==> src/rtl/uart_sha256_host.sv <==
// Host-side initiator for the UART SHA-256 framing protocol: frames 0x01/payload/0xFF onto
// the line and collects the 32-byte big-endian digest, with minimal UART TX/RX cores.
module uart_tx_core #(
  parameter int BAUD_DIV = 174
) (
  input  logic       clk,
  input  logic       rst,
  input  logic       tx_start_i,
  input  logic [7:0] tx_data_i,
  output logic       tx_busy_o,
  output logic       tx_o
);
  localparam int CW = (BAUD_DIV > 2) ? $clog2(BAUD_DIV) : 1;

  logic [9:0]    shreg_q;
  logic [3:0]    bit_q;
  logic [CW-1:0] cnt_q;
  logic          busy_q;

  always_ff @(posedge clk or posedge rst) begin
    if (rst) begin
      shreg_q <= '1;
      bit_q   <= '0;
      cnt_q   <= '0;
      busy_q  <= 1'b0;
    end else if (!busy_q) begin
      if (tx_start_i) begin
        shreg_q <= {1'b1, tx_data_i, 1'b0};
        bit_q   <= '0;
        cnt_q   <= '0;
        busy_q  <= 1'b1;
      end
    end else if (cnt_q == CW'(BAUD_DIV - 1)) begin
      cnt_q <= '0;
      if (bit_q == 4'd9) begin
        busy_q  <= 1'b0;
        shreg_q <= '1;
      end else begin
        shreg_q <= {1'b1, shreg_q[9:1]};
        bit_q   <= bit_q + 4'd1;
      end
    end else begin
      cnt_q <= cnt_q + CW'(1);
    end
  end

  assign tx_busy_o = busy_q;
  assign tx_o      = shreg_q[0];
endmodule

module uart_rx_core #(
  parameter int BAUD_DIV = 174
) (
  input  logic       clk,
  input  logic       rst,
  input  logic       rx_i,
  output logic [7:0] rx_data_o,
  output logic       rx_valid_o
);
  localparam int CW = (BAUD_DIV > 2) ? $clog2(BAUD_DIV) : 1;

  logic          rx_s1_q, rx_s2_q, active_q, valid_q;
  logic [CW-1:0] cnt_q;
  logic [3:0]    bit_q;
  logic [7:0]    shreg_q, data_q;

  always_ff @(posedge clk or posedge rst) begin
    if (rst) begin
      rx_s1_q  <= 1'b1;
      rx_s2_q  <= 1'b1;
      active_q <= 1'b0;
      valid_q  <= 1'b0;
      cnt_q    <= '0;
      bit_q    <= '0;
      shreg_q  <= '0;
      data_q   <= '0;
    end else begin
      rx_s1_q <= rx_i;
      rx_s2_q <= rx_s1_q;
      valid_q <= 1'b0;
      if (!active_q) begin
        // Half-bit preload so every later sample lands near mid-bit.
        if (!rx_s2_q) begin
          active_q <= 1'b1;
          cnt_q    <= CW'(BAUD_DIV / 2);
          bit_q    <= '0;
        end
      end else if (cnt_q == CW'(BAUD_DIV - 1)) begin
        cnt_q <= '0;
        bit_q <= bit_q + 4'd1;
        if (bit_q == 4'd0) begin
          if (rx_s2_q) active_q <= 1'b0;
        end else if (bit_q == 4'd9) begin
          active_q <= 1'b0;
          if (rx_s2_q) begin
            valid_q <= 1'b1;
            data_q  <= shreg_q;
          end
        end else begin
          shreg_q <= {rx_s2_q, shreg_q[7:1]};
        end
      end else begin
        cnt_q <= cnt_q + CW'(1);
      end
    end
  end

  assign rx_data_o  = data_q;
  assign rx_valid_o = valid_q;
endmodule

module uart_sha256_host #(
  parameter int CLK_FREQ       = 20_000_000,
  parameter int BAUD           = 115200,
  parameter int TIMEOUT_CYCLES = 2_000_000
) (
  input  logic         clk,
  input  logic         rst,
  output logic         uart_tx,
  input  logic         uart_rx,
  input  logic [7:0]   msg_data,
  input  logic         msg_valid,
  input  logic         msg_last,
  output logic         msg_ready,
  output logic [255:0] digest,
  output logic         digest_valid,
  output logic         truncated,
  output logic         resp_timeout,
  output logic         busy
);
  localparam int BAUD_DIV = CLK_FREQ / BAUD;
  localparam int TW       = (TIMEOUT_CYCLES > 2) ? $clog2(TIMEOUT_CYCLES) : 1;

  typedef enum logic [2:0] {
    IDLE, SEND_START, SEND_PAYLOAD, SEND_TERM, WAIT_TX_IDLE, WAIT_RESP, DONE
  } state_t;

  state_t        state_q;
  logic          tx_start_q;
  logic [7:0]    tx_data_q;
  logic          drain_q, trunc_q, dv_q, to_q;
  logic [4:0]    idx_q;
  logic [TW-1:0] tmo_q, tmo_d;
  logic [255:0]  digest_q;

  logic          tx_busy, rx_valid, can_tx;
  logic [7:0]    rx_data;

  uart_tx_core #(.BAUD_DIV(BAUD_DIV)) u_tx (
    .clk(clk), .rst(rst), .tx_start_i(tx_start_q), .tx_data_i(tx_data_q),
    .tx_busy_o(tx_busy), .tx_o(uart_tx)
  );

  uart_rx_core #(.BAUD_DIV(BAUD_DIV)) u_rx (
    .clk(clk), .rst(rst), .rx_i(uart_rx), .rx_data_o(rx_data), .rx_valid_o(rx_valid)
  );

  // A start pulse in flight blocks the next one until tx_busy has had a cycle to rise.
  assign can_tx    = !tx_busy && !tx_start_q;
  assign msg_ready = drain_q || (state_q == SEND_PAYLOAD && can_tx);
  assign tmo_d     = tmo_q + TW'(1);

  always_ff @(posedge clk or posedge rst) begin
    if (rst) begin
      state_q    <= IDLE;
      tx_start_q <= 1'b0;
      tx_data_q  <= '0;
      drain_q    <= 1'b0;
      trunc_q    <= 1'b0;
      dv_q       <= 1'b0;
      to_q       <= 1'b0;
      idx_q      <= '0;
      tmo_q      <= '0;
      digest_q   <= '0;
    end else begin
      tx_start_q <= 1'b0;
      dv_q       <= 1'b0;
      to_q       <= 1'b0;
      if (drain_q && msg_valid && msg_last) drain_q <= 1'b0;
      case (state_q)
        IDLE: begin
          if (msg_valid && !drain_q) state_q <= SEND_START;
        end
        SEND_START: begin
          if (can_tx) begin
            tx_start_q <= 1'b1;
            tx_data_q  <= 8'h01;
            trunc_q    <= 1'b0;
            state_q    <= SEND_PAYLOAD;
          end
        end
        SEND_PAYLOAD: begin
          if (msg_valid && can_tx) begin
            tx_start_q <= 1'b1;
            tx_data_q  <= msg_data;
            if (msg_data == 8'hFF) begin
              state_q <= WAIT_TX_IDLE;
              // The far end has already seen its terminator; swallow the rest of the message.
              if (!msg_last) begin
                trunc_q <= 1'b1;
                drain_q <= 1'b1;
              end
            end else if (msg_last) begin
              state_q <= SEND_TERM;
            end
          end
        end
        SEND_TERM: begin
          if (can_tx) begin
            tx_start_q <= 1'b1;
            tx_data_q  <= 8'hFF;
            state_q    <= WAIT_TX_IDLE;
          end
        end
        WAIT_TX_IDLE: begin
          idx_q <= '0;
          tmo_q <= '0;
          if (can_tx) state_q <= WAIT_RESP;
        end
        WAIT_RESP: begin
          if (to_q) begin
            state_q <= IDLE;
          end else if (rx_valid) begin
            digest_q <= {digest_q[247:0], rx_data};
            idx_q    <= idx_q + 5'd1;
            tmo_q    <= '0;
            if (idx_q == 5'd31) begin
              dv_q    <= 1'b1;
              state_q <= DONE;
            end
          end else begin
            tmo_q <= tmo_d;
            if (tmo_d == TW'(TIMEOUT_CYCLES - 1)) to_q <= 1'b1;
          end
        end
        DONE: begin
          state_q <= IDLE;
        end
        default: state_q <= IDLE;
      endcase
    end
  end

  assign digest       = digest_q;
  assign digest_valid = dv_q;
  assign truncated    = trunc_q;
  assign resp_timeout = to_q;
  assign busy         = (state_q != IDLE);
endmodule
==> config.mk <==
export PLATFORM = sky130hd
export DESIGN_NAME = uart_sha256_host
export DESIGN_NICKNAME = d
export VERILOG_FILES = /design/src/rtl/uart_sha256_host.sv
export SDC_FILE = /design/constraint.sdc
export NUM_CORES = 1
export LEC_CHECK = 0
export ABC_CLOCK_PERIOD_IN_PS = 27900
export CORE_MARGIN = 1.5
export CORE_UTILIZATION = 55
export CTS_BUF_LIST = sky130_fd_sc_hd__clkbuf_2
export DETAILED_ROUTE_END_ITERATION = 10
export PLACE_DENSITY = 0.84
export SLEW_MARGIN = 25
export SYNTH_ARGS = -nofsm -noshare
export SYNTH_HDL_FRONTEND = slang
export SYNTH_SLANG_ARGS = --single-unit
==> constraint.sdc <==
create_clock -name clk -period 27.9 [get_ports clk]
set_clock_uncertainty 0.1 [all_clocks]
set_input_delay 6.975 -clock clk [delete_from_list [all_inputs] [get_ports clk]]
set_output_delay 6.975 -clock clk [all_outputs]
set_load 0.02 [all_outputs]
### Yosys cells after proc, flatten, opt, wreduce, memory -nomap -nowiden

Cells that the tools add are included.

* ROM bits: 0
* memory bits (writable): 0
* latch bits: 0
* input bits: 13
* flip-flop bits (word level): 353
* output and inout port bits: 262
* memories kept: 0

* bitwise operators: 3
* reduce and logical (&&, ||, !) cells: 29
* shift-type cells: 0
* multiplexer cells: 73
* eq/ne operators: 28
* $mul: 0
* add/sub/neg operators: 6
* divide/modulo/power cells: 0
* magnitude comparators: 0

Operator list (number)
* $mux 8: 9
* $mux 21: 2
* $pmux 21 s2: 1
* $mux 1: 33
* $mux 10: 3
* $mux 3: 10
* $mux 4: 7
* $eq 8x8->1 const B: 3
* $pmux 8 s3: 1
* $add 21x1->21 const B: 1
* $eq 21x21->1 const B: 1
* $ne 2x2->1 const B: 10
* $pmux 3 s6: 1
* $add 8x1->8 const B: 2
* $mux 5: 2
* $pmux 5 s2: 1
* $reduce_and 5->1: 2
* $mux 9: 1
* $reduce_and 3->1: 3
* $add 4x1->4 const B: 2
* $eq 4x4->1 const B: 2
* $reduce_and 4->1: 2
* $reduce_and 8->1: 1
* $eq 3x2->1 const B: 2
* other kinds (18): 37

### Logic depth before layout (Yosys ltp)

* depth after elaboration: 7
* gate-level depth with buffers: 8
* gate-level depth less buffers: 8

### By module

A second synthesis with hierarchy kept.

* cells, all modules: 1071
* area, all modules: 14622.8 um2

Modules (own cells, without submodules)
* uart_sha256_host: area each 11770.0 um2, cells each 811, times used 1, seq. area each 7457.2 um2
* uart_rx_core: area each 1590.3 um2, cells each 133, times used 1, seq. area each 803.3 um2
* uart_tx_core: area each 1262.5 um2, cells each 127, times used 1, seq. area each 561.8 um2

### Worst setup path after synthesis

OpenSTA, ideal clock, no wires.

* kind: in2reg
* from: in msg_valid
* to: reg state_q[0]
* slack: 19.650 ns
* path buffers: 0
* arrival: 8.025 ns
* data required time: 27.675 ns
* stages on the path: 5
* path through: nor3b_1 -> a2111oi_0 -> a221oi_1 -> o41ai_1 -> mux2_2

* longest elaborated chain between the ends: 3

RTL lines
* start, declared: line 122 `input logic msg_valid,`
* $logic_and 1x1->1, on equally long branches: line 182, 193
* $ne 2x2->1 (no source line) or $ne 2x1->1 (tied branches)
* $reduce_and 8->1 (no source line) *
* end signal, assigned: line 182 `if (msg_valid && !drain_q) state_q <= SEND_START;`
* end signal, assigned: line 189 `state_q <= SEND_PAYLOAD;`
* end signal, assigned: line 197 `state_q <= WAIT_TX_IDLE;`
* end, declared: line 138 `state_t state_q;`

Mark *: on every way between the ends. The rest lies on a longest branch, timed or not.
A chain may end at the register's enable or synchronous reset.

### Worst setup path after layout

* from: reg u_tx.busy_q, in the netlist u_tx.tx_busy_o
* to: out msg_ready

* longest elaborated chain between the ends: 4

RTL lines
* start, declared: line 18 `logic busy_q;`
* start signal, assigned: line 25 `busy_q <= 1'b0;`
* start signal, assigned: line 31 `busy_q <= 1'b1;`
* start signal, assigned: line 36 `busy_q <= 1'b0;`
* $logic_not 1->1
* $logic_and 1x1->1: line 159 `assign can_tx = !tx_busy && !tx_start_q;`
* $logic_and 1x1->1: line 160 `assign msg_ready = drain_q || (state_q == SEND_PAYLOAD && can_tx);`
* $logic_or 1x1->1: line 160
* end, declared: line 124 `output logic msg_ready,`

Every way passes these cells.

==> out/results.tsv <==
metric	value	unit
Routed WL per cell	15.41	µm
Post-synth top flop	dfrtp_1	
Clock Sink Count	352	
FF-to-FF End	digest[243]	
Post-synth ARST share	100.0	%
kind of start point of the critical path	flip-flop	
Net count, final	1932	
Mapped Avg Cell Area	9.035	µm²
Worst slew margin	37.77	%
Core ar.	26060	µm²
CP arrival	2920	ps
Initial Utilization	55.99	%
Die Span Y	165.9	µm
commonest cells after routing, fill and taps aside	nand2_1, dfrtp_1, clkdlybuf4s50_1, clkbuf_2, o21ai_0	
most common cell after layout, fill and taps aside	nand2_1	
# port buffers	274	
first-pass GRT wire length	58950	µm
hold crit path type	flip-flop to flip-flop	
largest net degree at the start of global routing	135	
post-synthesis sequential area ratio	60.46	%
Reg clk slew, reported paths	100	ps
CTS Buffer Depth	3	
cells after synthesis	1615	
R2R depth	5	
DRC viols	0	
Finished Cell Area	18370	µm²
Setup crit end	msg_ready	
unique cell type count in the Yosys netlist	60	
Resized cells post-CTS	0	
Max Cap Viol	0	
post-CTS setup buffer count	0	
CP Class	flip-flop to output pin	
post-synthesis register bit count	352	
Syn. warnings	0	
Boundary Pins	275	
Final Setup Violations	0	
H-Tree Level Count	3	
Via density	5.243	
DP Area	17480	µm²
worst skew pair latency	860	ps
slew of the pin with the lowest slew margin	933.4	ps
fmax	100.0	MHz
Leakage	9.585	nW
layout cells sized above 1	9.823	%
Die ar.	27520	µm²
GP Congestion	0.8381	
WL final	35610	µm
GRT Total Usage	26.00	%
RSZ-0062 raised after global routing	false	
VDD IR max	0.03172	mV
crit path from	u_tx.tx_busy_o	
Tcrit/Tclk final	35.83	%
syn nets	1641	
aggregate global routing overflow	0	
Cell Pwr Density	53.57	nW/µm²
Inserted Clock Buffers	88	
worst path required time	20820	ps
DR iter-0 viols	896	
CP endpoint kind	output pin	
EDFF count, synth	0	
final hold viol count	0	
Die X-Extent	165.9	µm
reg2reg start	state_q[0]	
initial antenna violation count	1	
maximum fanout along the worst path	16	
hpwl dp	23590	µm
via count	12120	
DRT Pass-1 Iters	5	
minimum clock period	9998	ps
vias in the first global route	11810	
root buf cell	clkbuf_2	
Slew Viols, Final	0	
CTS tree	done	
post-synthesis cell area	14590	µm²
CTS Hold Bufs	0	
Area Overhead vs Synth	25.92	%
Rows	59	
antenna viol nets, final	0	
Sum Neg Setup Slack	0	ps
status	finished clean	
hold path start	u_rx.rx_s1_q	
R2R setup slack	24560	ps
[sequential cells by signal, summed over array words and instances, names as in the netlist, 3 cells and up]
signal and count:
idx_q 5, u_rx.rx_data_o 8, u_tx.bit_q 4, u_tx.cnt_q 8, u_rx.bit_q 4, tx_data_q 8
u_rx.shreg_q 8, u_tx.shreg_q 9, state_q 3, u_rx.cnt_q 8, digest 256, tmo_q 21
[layer usage]
metal	global-route usage, %	wire (µm)
met5	0	0
met4	11.52	1186
met3	7.912	2518
met2	41.70	17400
met1	32.71	14500
[through the flow]
stage	util, %	instances	setup WS [ps]	hold WS, ps	power (W)
2_1_floorplan	-	1615	11080	245.2	0.0006202
3_3_place_gp	66.97	2148	18620	246.0	0.0006375
3_5_place_dp	67.09	2149	18590	248.9	0.0006424
4_1_cts	70.30	2308	17810	255.8	0.0009966
5_1_grt	70.51	2311	17660	266.8	0.001043
6_report	70.51	2311	17900	248.4	0.0009843
[worst max-delay path, stage by stage, from the launching register on]
cell	delay, ps
dfrtp_1	540
nor2_1	660
nand2_1	150
nand2b_1	120
clkdlybuf4s50_1	620
[cells in the mapped netlist (2+ instances only)]
master,count,share of area (%)
a2111oi_0,2,0.12
a21o_1,6,0.31
a21oi_1,14,0.48
a22o_1,3,0.18
a31oi_1,4,0.17
and2_1,4,0.17
and3_1,7,0.30
and4_1,5,0.30
and4b_1,2,0.14
buf_1,3,0.077
buf_2,29,0.99
buf_4,3,0.15
buf_6,2,0.15
clkbuf_1,46,1.2
dfrtp_1,341,58
dfstp_2,11,2.0
ha_1,13,1.1
inv_1,12,0.31
mux2_2,17,1.3
mux2i_1,2,0.14
nand2_1,838,22
nand2b_1,9,0.39
nand3_1,22,0.75
nand3b_1,3,0.15
nand4_1,14,0.60
nor2_1,33,0.85
nor2b_1,7,0.30
nor3_1,7,0.24
nor3b_1,2,0.10
nor4_1,2,0.086
nor4_4,2,0.29
o21ai_0,85,2.9
o21ai_1,2,0.069
o22ai_1,5,0.21
o31ai_1,10,0.51
o41ai_1,2,0.12
or3_1,8,0.34
xnor2_1,7,0.42
xor2_1,10,0.60
[where the power goes]
group          internal [W]  switching [W]
registers          0.000531      0.0000221
logic             0.0000305      0.0000492
clock network      0.000147       0.000204
total              0.000709       0.000276
[cell families after synthesis]
logic type                 after synthesis  synth area share, %
adders and majority gates               13                1.115
xor gates and xnor gates                17                1.020
and+or+nand+nor                        979                27.59
muxes                                   19                1.449
DFF                                    352                60.46
buffers and inverters                   96                2.907
AOI/OAI and AO/OA                      139                5.454
[worst min-delay path by stage]
stage              endpoint  slack [ps]  depth (start not counted)
2_1_floorplan  u_rx.rx_s2_q         250                          0
3_3_place_gp   u_rx.rx_s2_q         250                          0
3_5_place_dp   u_rx.rx_s2_q         250                          0
4_1_cts        u_rx.rx_s2_q         260                          0
5_1_grt        u_rx.rx_s2_q         270                          0
6_report       u_rx.rx_s2_q         250                          0
[layout make-up]
type | count | area, µm²
Tap cell | 335 | 419.2
Fill cell | 1961 | 7685
Inverter | 12 | 52.55
Antenna cell | 1 | 2.502
Clock inverter | 24 | 161.4
Clock buffer | 135 | 675.6
Sequential cell | 352 | 8822
Timing Repair Buffer | 285 | 2885
Multi-Input combinational cell | 1167 | 5355
No activity file was read; power rests on OpenSTA's default activity.
